==> src/rtl/wasm_stack_core.sv <==
// ---------------------------------------------------------------------------
// wasm_stack_core
//   Single-issue WASM fetch/execute core. The operand stack and the call
//   stack live in internal register arrays, so the byte-wide memory port is
//   used only for opcode and immediate fetch. Immediates are signed/unsigned
//   LEB128. Calls resolve their target through an external combinational
//   function table.
//
// Ports
//   clk, rst_n        clock (rising edge), async active-low reset
//   start, start_pc   one-cycle start pulse and entry address (idle states only)
//   mem_addr          byte read address (the pc)
//   mem_rd_en         read request, held with a stable address until mem_ready
//   mem_rdata         read data, valid with mem_ready
//   mem_ready         one-cycle read completion
//   func_idx          function index (driven by call in EXEC, held otherwise)
//   func_addr         combinational function-table result for func_idx
//   busy/halted/trapped  status; trap_code gives the trap reason
//   tos, sp           top of operand stack (0 when empty) and its occupancy
// ---------------------------------------------------------------------------
module wasm_stack_core #(
    parameter int DATA_W     = 32,
    parameter int ADDR_W     = 32,
    parameter int OP_DEPTH   = 16,
    parameter int CALL_DEPTH = 8,
    parameter int FIDX_W     = 8
) (
    input  logic                            clk,
    input  logic                            rst_n,
    input  logic                            start,
    input  logic [ADDR_W-1:0]               start_pc,
    output logic [ADDR_W-1:0]               mem_addr,
    output logic                            mem_rd_en,
    input  logic [7:0]                      mem_rdata,
    input  logic                            mem_ready,
    output logic [FIDX_W-1:0]               func_idx,
    input  logic [ADDR_W-1:0]               func_addr,
    output logic                            busy,
    output logic                            halted,
    output logic                            trapped,
    output logic [2:0]                      trap_code,
    output logic [DATA_W-1:0]               tos,
    output logic [$clog2(OP_DEPTH+1)-1:0]   sp
);

    localparam int SP_W  = $clog2(OP_DEPTH + 1);
    localparam int OPI_W = $clog2(OP_DEPTH);
    localparam int CSP_W = $clog2(CALL_DEPTH + 1);
    localparam int CSI_W = $clog2(CALL_DEPTH);

    localparam logic [SP_W-1:0]  SP_FULL = SP_W'(OP_DEPTH);
    localparam logic [CSP_W-1:0] CS_FULL = CSP_W'(CALL_DEPTH);

    localparam logic [7:0] OP_UNREACH = 8'h00;
    localparam logic [7:0] OP_NOP     = 8'h01;
    localparam logic [7:0] OP_END     = 8'h0B;
    localparam logic [7:0] OP_CALL    = 8'h10;
    localparam logic [7:0] OP_DROP    = 8'h1A;
    localparam logic [7:0] OP_LGET    = 8'h20;
    localparam logic [7:0] OP_LSET    = 8'h21;
    localparam logic [7:0] OP_CONST   = 8'h41;
    localparam logic [7:0] OP_ADD     = 8'h6A;
    localparam logic [7:0] OP_SUB     = 8'h6B;
    localparam logic [7:0] OP_MUL     = 8'h6C;

    typedef enum logic [2:0] {
        S_IDLE, S_FETCH, S_IMM, S_EXEC, S_HALT, S_TRAP
    } state_t;

    state_t              state, state_nx;
    logic [2:0]          trap_nx;

    logic                rd_en;
    logic [ADDR_W-1:0]   pc;
    logic [7:0]          opcode;
    logic [31:0]         imm, imm_nx;
    logic [2:0]          imm_cnt;
    logic [CSP_W-1:0]    csp;
    logic [FIDX_W-1:0]   fidx_q;

    logic [DATA_W-1:0]   ops  [OP_DEPTH];
    logic [ADDR_W-1:0]   cstk [CALL_DEPTH];

    logic                byte_ok, idle_like, accept;
    logic                has_imm_b, plain_b;
    logic                sp_lt2, cs_empty, exec_ok;
    logic [SP_W-1:0]     sp_m1, sp_m2;
    logic [CSP_W-1:0]    csp_m1;
    logic [31:0]         alu_a, alu_b, alu_r;
    logic                push_we, alu_we, call_we;

    assign mem_addr  = pc;
    assign mem_rd_en = rd_en;

    // A byte is consumed only while a request is outstanding.
    assign byte_ok   = rd_en & mem_ready;
    assign idle_like = (state == S_IDLE) | (state == S_HALT) | (state == S_TRAP);
    assign accept    = idle_like & start;

    assign has_imm_b = (mem_rdata == OP_CALL) | (mem_rdata == OP_CONST) |
                       (mem_rdata == OP_LGET) | (mem_rdata == OP_LSET);
    assign plain_b   = (mem_rdata == OP_UNREACH) | (mem_rdata == OP_NOP) |
                       (mem_rdata == OP_DROP) | (mem_rdata == OP_ADD) |
                       (mem_rdata == OP_SUB) | (mem_rdata == OP_MUL) |
                       (mem_rdata == OP_END);

    assign sp_m1    = sp - SP_W'(1);
    assign sp_m2    = sp - SP_W'(2);
    assign csp_m1   = csp - CSP_W'(1);
    assign sp_lt2   = sp < SP_W'(2);
    assign cs_empty = csp == '0;

    assign tos = (sp == '0) ? '0 : ops[sp_m1[OPI_W-1:0]];

    // LEB128 accumulation. For i32.const the final byte's bit 6 is the sign;
    // a full five-byte encoding already covers all 32 bits, so no fill there.
    always_comb begin
        imm_nx = imm | ({25'd0, mem_rdata[6:0]} << ({29'd0, imm_cnt} * 32'd7));
        if (opcode == OP_CONST && !mem_rdata[7] && mem_rdata[6] && imm_cnt < 3'd4)
            imm_nx = imm_nx | (32'hFFFF_FFFF << (({29'd0, imm_cnt} + 32'd1) * 32'd7));
    end

    // i32 ALU: a is the second entry, b the top.
    assign alu_a = ops[sp_m2[OPI_W-1:0]][31:0];
    assign alu_b = tos[31:0];
    always_comb begin
        case (opcode)
            OP_SUB:  alu_r = alu_a - alu_b;
            OP_MUL:  alu_r = alu_a * alu_b;
            default: alu_r = alu_a + alu_b;
        endcase
    end

    // ---------------- FSM: state register ----------------
    always_ff @(posedge clk or negedge rst_n) begin
        if (!rst_n) state <= S_IDLE;
        else        state <= state_nx;
    end

    // ---------------- FSM: next state ----------------
    always_comb begin
        state_nx = state;
        trap_nx  = 3'd0;
        case (state)
            S_IDLE, S_HALT, S_TRAP: if (start) state_nx = S_FETCH;
            S_FETCH: if (byte_ok) begin
                if (has_imm_b)    state_nx = S_IMM;
                else if (plain_b) state_nx = S_EXEC;
                else begin        state_nx = S_TRAP; trap_nx = 3'd5; end
            end
            S_IMM: if (byte_ok) begin
                if (!mem_rdata[7])        state_nx = S_EXEC;
                else if (imm_cnt == 3'd4) begin state_nx = S_TRAP; trap_nx = 3'd6; end
            end
            S_EXEC: begin
                state_nx = S_FETCH;
                case (opcode)
                    OP_UNREACH: begin state_nx = S_TRAP; trap_nx = 3'd1; end
                    OP_CONST:   if (sp == SP_FULL) begin state_nx = S_TRAP; trap_nx = 3'd2; end
                    OP_DROP:    if (sp == '0) begin state_nx = S_TRAP; trap_nx = 3'd3; end
                    OP_ADD, OP_SUB, OP_MUL:
                                if (sp_lt2) begin state_nx = S_TRAP; trap_nx = 3'd3; end
                    OP_CALL:    if (csp == CS_FULL) begin state_nx = S_TRAP; trap_nx = 3'd4; end
                    OP_END:     if (cs_empty) state_nx = S_HALT;
                    OP_LGET, OP_LSET: begin state_nx = S_TRAP; trap_nx = 3'd5; end
                    default: ;
                endcase
            end
            default: state_nx = S_IDLE;
        endcase
    end

    // ---------------- FSM: outputs ----------------
    always_comb begin
        busy     = !idle_like;
        halted   = state == S_HALT;
        trapped  = state == S_TRAP;
        func_idx = fidx_q;
        if (state == S_EXEC && opcode == OP_CALL) func_idx = imm[FIDX_W-1:0];
    end

    // EXEC that does not trap commits its stack/pc effects.
    assign exec_ok = (state == S_EXEC) && (state_nx != S_TRAP);
    assign push_we = exec_ok && opcode == OP_CONST;
    assign alu_we  = exec_ok && (opcode == OP_ADD || opcode == OP_SUB || opcode == OP_MUL);
    assign call_we = exec_ok && opcode == OP_CALL;

    // ---------------- datapath / control registers ----------------
    always_ff @(posedge clk or negedge rst_n) begin
        if (!rst_n) begin
            rd_en     <= 1'b0;
            pc        <= '0;
            opcode    <= '0;
            imm       <= '0;
            imm_cnt   <= '0;
            sp        <= '0;
            csp       <= '0;
            trap_code <= '0;
            fidx_q    <= '0;
        end else begin
            fidx_q <= func_idx;
            if (accept) begin
                pc        <= start_pc;
                sp        <= '0;
                csp       <= '0;
                trap_code <= '0;
                rd_en     <= 1'b0;
            end
            if (state_nx == S_TRAP && state != S_TRAP) trap_code <= trap_nx;
            case (state)
                S_FETCH, S_IMM: begin
                    if (byte_ok) begin
                        // The byte is consumed even when it leads to a trap.
                        rd_en <= 1'b0;
                        pc    <= pc + ADDR_W'(1);
                        if (state == S_FETCH) begin
                            opcode  <= mem_rdata;
                            imm     <= '0;
                            imm_cnt <= '0;
                        end else begin
                            imm     <= imm_nx;
                            imm_cnt <= imm_cnt + 3'd1;
                        end
                    end else if (!rd_en) begin
                        rd_en <= 1'b1;
                    end
                end
                S_EXEC: if (exec_ok) begin
                    case (opcode)
                        OP_CONST: sp <= sp + SP_W'(1);
                        OP_DROP, OP_ADD, OP_SUB, OP_MUL: sp <= sp_m1;
                        OP_CALL: begin
                            csp <= csp + CSP_W'(1);
                            pc  <= func_addr;
                        end
                        OP_END: if (!cs_empty) begin
                            csp <= csp_m1;
                            pc  <= cstk[csp_m1[CSI_W-1:0]];
                        end
                        default: ;
                    endcase
                end
                default: ;
            endcase
        end
    end

    // Stack storage needs no reset: occupancy counters define validity.
    always_ff @(posedge clk) begin
        if (push_we) ops[sp[OPI_W-1:0]]    <= DATA_W'(imm);
        if (alu_we)  ops[sp_m2[OPI_W-1:0]] <= DATA_W'(alu_r);
        if (call_we) cstk[csp[CSI_W-1:0]]  <= pc;
    end

endmodule

==> config.mk <==
export PLATFORM = sky130hd
export DESIGN_NAME = wasm_stack_core
export DESIGN_NICKNAME = d
export VERILOG_FILES = /design/src/rtl/wasm_stack_core.sv
export SDC_FILE = /design/constraint.sdc
export NUM_CORES = 2
export LEC_CHECK = 0
export BUFFER_PORTS_ARGS = -buffer_cell sky130_fd_sc_hd__buf_2
export CAP_MARGIN = 30
export CORE_MARGIN = 4
export CORE_UTILIZATION = 45
export DETAILED_ROUTE_END_ITERATION = 8
export MAX_ROUTING_LAYER = met4
export PLACE_DENSITY = 0.62
export SLEW_MARGIN = 0
export SYNTH_ARGS = -nofsm -noshare
export SYNTH_HDL_FRONTEND = slang
export SYNTH_SLANG_ARGS = --single-unit
export TNS_END_PERCENT = 5
==> constraint.sdc <==
create_clock -name clk -period 33 [get_ports clk]
set_clock_uncertainty 0.05 [all_clocks]
set_input_delay 1.65 -clock clk [delete_from_list [all_inputs] [get_ports clk]]
set_output_delay 1.65 -clock clk [all_outputs]
set_load 0.03 [all_outputs]
# --- Word level (Yosys, flattened, before mapping) ---
# Memory sizes are Yosys's and may differ from the RTL's.
# Cells that the tools add are included.
totals:
  regBits: 99
  mem_bits_rw: 768
  output_inout_bits: 84
  n_memories: 2
mem_list:
  columns: ["name", "words", "width", "rd", "rd_ports_with_merged_regs", "write_ports", "line_no", "source"]
  rows:
  - ["ops", 16, 32, 2, 0, 1, "81", "logic [DATA_W-1:0] ops [OP_DEPTH];"]
  - ["cstk", 8, 32, 1, 0, 1, "82", "logic [ADDR_W-1:0] cstk [CALL_DEPTH];"]
classes:
  addsub: 10
  mul: 3
  n_lt_le_gt_ge: 2
  n_eq_ne: 30
  n_shift: 2
  mux: 62
  n_bitwise: 15
  reduce_logical: 28
op_table:
  columns: ["op", "n"]
  rows:
  - ["$mux 32", 8]
  - ["$pmux 32 s2", 3]
  - ["$mux 3", 22]
  - ["$eq 8x7->1 const B", 8]
  - ["$or 32x32->32", 2]
  - ["$pmux 3 s6", 2]
  - ["$add 32x1->32 const B", 1]
  - ["$add 32x32->32", 1]
  - ["$eq 8x5->1 const B", 4]
  - ["$eq 8x6->1 const B", 4]
  - ["$mul 32x32->32", 1]
  - ["$reduce_or 32->1", 1]
  - ["$shl 32x7->32 const A", 1]
  - ["$shl 7x6->32", 1]
  - ["$sub 32x32->32", 1]
  - ["$mux 4", 5]
  - ["$eq 8x4->1 const B", 2]
  - ["$logic_not 8->1", 2]
  - ["$mux 5", 3]
  - ["$eq 3x3->1 const B", 4]
  - ["$pmux 3 s4", 1]
  - ["$mux 1", 11]
  - ["$or 1x1->1", 11]
  - ["$pmux 5 s2", 1]
  - ["other kinds (34)", 52]

# --- Depth between registers and ports, before layout ---
logic_depth:
  ltp_word: 18
  mapped_depth: 48
  mapped_depth_nobuf: 35

# --- Worst setup path after synthesis ---
# OpenSTA, ideal clock, no wires.
synth_path:
  path_type: "register to register"
  start: "register sp[0]"
  end: "memory ops[0][30] (data pin)"
  setup_ps: 330
  arrival_ps: 10840
  setup_slack_ps: 21780
  path_stages_with_launch: 47
  n_path_buf: 13
  cell_sequence: "dfrtp_1 > buf_6 > buf_6 > buf_6 > buf_4 > buf_6 > buf_4 > inv_1 > ha_1 > buf_6 > buf_2 > buf_4 > buf_2 > buf_2 > mux4_2 > mux2i_1 > mux2i_1 > nand2_1 > [11 not listed] > fa_1 > inv_1 > fa_1 > fa_1 > ha_1 > a21oi_1 > o21bai_1 > a21o_1 > a21o_1 > a21o_1 > a21o_1 > a21oi_1 > o21ai_0 > a31oi_1 > o21ai_0 > xor2_1 > mux2i_1 > o21ai_0"
synth_between:
  elab_chain_cells: 11
  elab_cells_between_ends: 23
  cone_classes: "add/sub: 4; mul: 1; order compare: 1; eq/ne: 2; mux: 10; reduce/logical: 4; memory: 1"
synth_lines:
  columns: ["item", "line_no", "source"]
  rows:
  - ["from (decl)", "43", "output logic [$clog2(OP_DEPTH+1)-1:0] sp"]
  - ["from (signal assigned)", "230", "OP_CONST: sp <= sp + SP_W'(1);"]
  - ["from (signal assigned)", "231", "OP_DROP, OP_ADD, OP_SUB, OP_MUL: sp <= sp_m1;"]
  - ["branches (longest 10 deep; another with $mem_v2 16x32)", null, null]
  - ["$mux 32 (no source line) *", null, null]
  - ["to (decl)", "81", null]
# Mark *: on every way between the ends.

# --- Worst setup path after layout ---
layout_path:
  start: "register sp[1]"
  end: "memory ops[1][31] (data pin)"
# Same word-level chain as after synthesis.

==> impl_metrics.json <==
{
  "status": "finished, final reports clean",
  "cts_tree": "yes",
  "pin_count": 160,
  "setup_tns_ps": 0,
  "yosys_warnings": 0,
  "syn_nets": 5259,
  "syn_avg_cell_area_um2": 12.6,
  "drt-initial-drc-count": 3852,
  "synthTopCellsByArea": "edfxtp_1 (40%), fa_1 (14%), mux4_2 (13%), dfrtp_1 (4.3%), ha_1 (3.8%)",
  "netlist_instances": 4597,
  "drv_slew": 0,
  "clock-sinks": 867,
  "end_kind": "flop",
  "gp_congestion": 0.968,
  "clk_latency_ps": 680,
  "row_count": 131,
  "met3_usage_pct": 5.16,
  "finalCritPeriodShare_pct": 37.5,
  "path_clk_slew_ps": 60,
  "cts-root-buf": "clkbuf_16",
  "clock_path_buffers": 3,
  "synthFlopType": "edfxtp_1",
  "cp_slowest_cell": "dfrtp_4",
  "synth.distinct_cells": 85,
  "area_growth_pct": 10.3,
  "top_usage_layer": "met2",
  "wl_per_cell_um": 27.0,
  "hold_depth": 1,
  "hold_viol": 0,
  "hp-class": "reg -> reg",
  "grt_pass1_wl_um": 259000,
  "routed_via_density": 6.03,
  "place_inst": 6308,
  "core_area_um2": 128000,
  "finalSetupViolCount": 0,
  "drive_gt1_share_pct": 18.3,
  "synth_area_leader_cell": "edfxtp_1",
  "worst_slew_pin_slew_ps": 1100,
  "synth_top_area_share_pct": 39.8,
  "synth_edf_count": 768,
  "nFillCells": 11000,
  "yosysSeqAreaShare_pct": 44.0,
  "die_x_um": 367,
  "cts_setup_buffers": 0,
  "hold_buffers": 0,
  "ant_nets": 0,
  "maxSlewHeadroom_pct": 24.4,
  "design.die.area_um2": 135000,
  "worstHoldEndpoint": "fidx_q[4]",
  "hold_path_startpoint": "fidx_q[4]",
  "grt_max_degree": 112,
  "vias": 39000,
  "grt_util_met1_pct": 35.0,
  "fin_nets": 5396,
  "grt.met2_usage_pct": 41.1,
  "critPathKind": "reg -> reg",
  "synth_common_cells": "edfxtp_1 (768), nand2_1 (549), inv_1 (483)",
  "r2r-end": "ops[1][31]",
  "crit_top_cell": "fa_1",
  "reg2reg_slack_ps": 20610,
  "fp.dieH_um": 367,
  "grt.overflow.total": 0,
  "fin_crit_ps": 12390,
  "post_cts_resize_count": 0,
  "max_freq_mhz": 80.7,
  "drv_cap": 0,
  "first_pass_iters": 6,
  "r2r_cells": 33,
  "ys_ff_latch": 867,
  "crit_arrival_ps": 12680,
  "synth_area_um2": 58000,
  "drcViolationCount": 0,
  "first_global_vias": 39600,
  "dp_hpwl_um": 118000,
  "grt_use_total_pct": 26.6,
  "drt-total-wl_um": 174000,
  "synthArstFlopShare_pct": 11.4,
  "yosysMostFrequentCell": "edfxtp_1",
  "slowest_delay_ps": 770,
  "critical_path_required_ps": 33290,
  "rsz0062_at_grt": "no",
  "htreeDepth": 3,
  "numPortBuffers": 159,
  "r2r-start": "sp[1]",
  "start_kind": "flop",
  "numCtsBuffers": 84,
  "final_cells": 6471,
  "antenna_found_initial": 3,
  "initial_core_util_pct": 45.4,
  "critPathMaxFanout": 36
}
==> per-layer routing <==
layer | share of wire [%] | wire length (um)
met4 | 4.2 | 7330
met2 | 47 | 81900
met5 | 0 | 0
met3 | 9.3 | 16200
met1 | 40 | 69000
==> layout make-up <==
type	instances	area [um2]	share of cell area (%)
multi-input cells	2981	29800	46.5
diodes	6	15.0	0.0235
well taps	1662	2080	3.25
flip-flops and latches	867	25600	39.9
clock buffers	104	2230	3.48
clock inverters	51	582	0.909
inverters	508	1910	2.98
repair buffers	292	1870	2.92
==> cell usage in the layout (no fill, tap or decap), types with 38 or more instances in the layout <==
| cell | Yosys | final |
|---|---|---|
| edfxtp_1 | 768 | 768 |
| nand2_1 | 549 | 548 |
| inv_1 | 483 | 483 |
| nor2_1 | 473 | 450 |
| fa_1 | 412 | 412 |
| mux4_2 | 342 | 342 |
| ha_1 | 174 | 171 |
| buf_2 | 30 | 158 |
| a21oi_1 | 148 | 148 |
| xnor2_1 | 148 | 146 |
| buf_4 | 20 | 130 |
| o21ai_0 | 111 | 106 |
| dfrtp_1 | 99 | 96 |
| mux2i_1 | 94 | 94 |
| clkbuf_16 | 0 | 85 |
| nand3_1 | 74 | 73 |
| a21o_1 | 47 | 47 |
| xor2_1 | 39 | 38 |
==> sequential cells by signal, indices dropped and copies added (netlist names) <==
name,cells
ops,512
cstk,256
imm,32
mem_addr,32
fidx_q,8
opcode,8
sp,5
csp,4
imm_cnt,3
state,3
trap_code,3
mem_rd_en,1
==> worst max-delay path, delay by kind of cell (launching register included) <==
family                   cells  cell delay (ps)
adder cells (fa/ha/maj)     10             4540
buffers and inverters        6             1130
AND/OR/NAND/NOR              2              900
flip-flops                   1              770
multiplexers                 1              650
XOR/XNOR                     2             1270
AO/OA/AOI/OAI               12             2670
==> how the worst max path moves through the flow <==
stage / from / to / slack (ps) / depth (start not counted)
floorplan: sp[0] / ops[0][30] / 21780 / 46
global placement: sp[1] / ops[0][31] / 20450 / 31
detailed placement: sp[1] / ops[1][31] / 20190 / 33
CTS: sp[1] / ops[1][31] / 20210 / 31
global route: sp[1] / ops[1][31] / 20080 / 33
finish: sp[1] / ops[1][31] / 20610 / 33
==> metrics by stage <==
step	utilization, %	area, um2	setup slack [ps]	hold WS [ps]
3_5_place_dp	47.8	61100	20190	435
5_1_grt	50.1	64000	20080	462
4_1_cts	50.0	63900	20210	450
2_1_floorplan	-	58000	21780	412
6_report	50.1	64000	20610	446
3_3_place_gp	47.8	61100	20450	426
==> cells by family after synthesis <==
family                   after synthesis  share of synthesized area (%)
AO/OA/AOI/OAI                        497                           5.51
XOR/XNOR                             193                           3.03
adder cells (fa/ha/maj)              587                           18.0
buffers and inverters                749                           5.29
flip-flops                           867                           44.0
multiplexers                         452                           15.2
AND/OR/NAND/NOR                     1252                           8.94
Power is not shown: default switching activity piles up to over one toggle a cycle in this logic, so the estimate is an artifact.
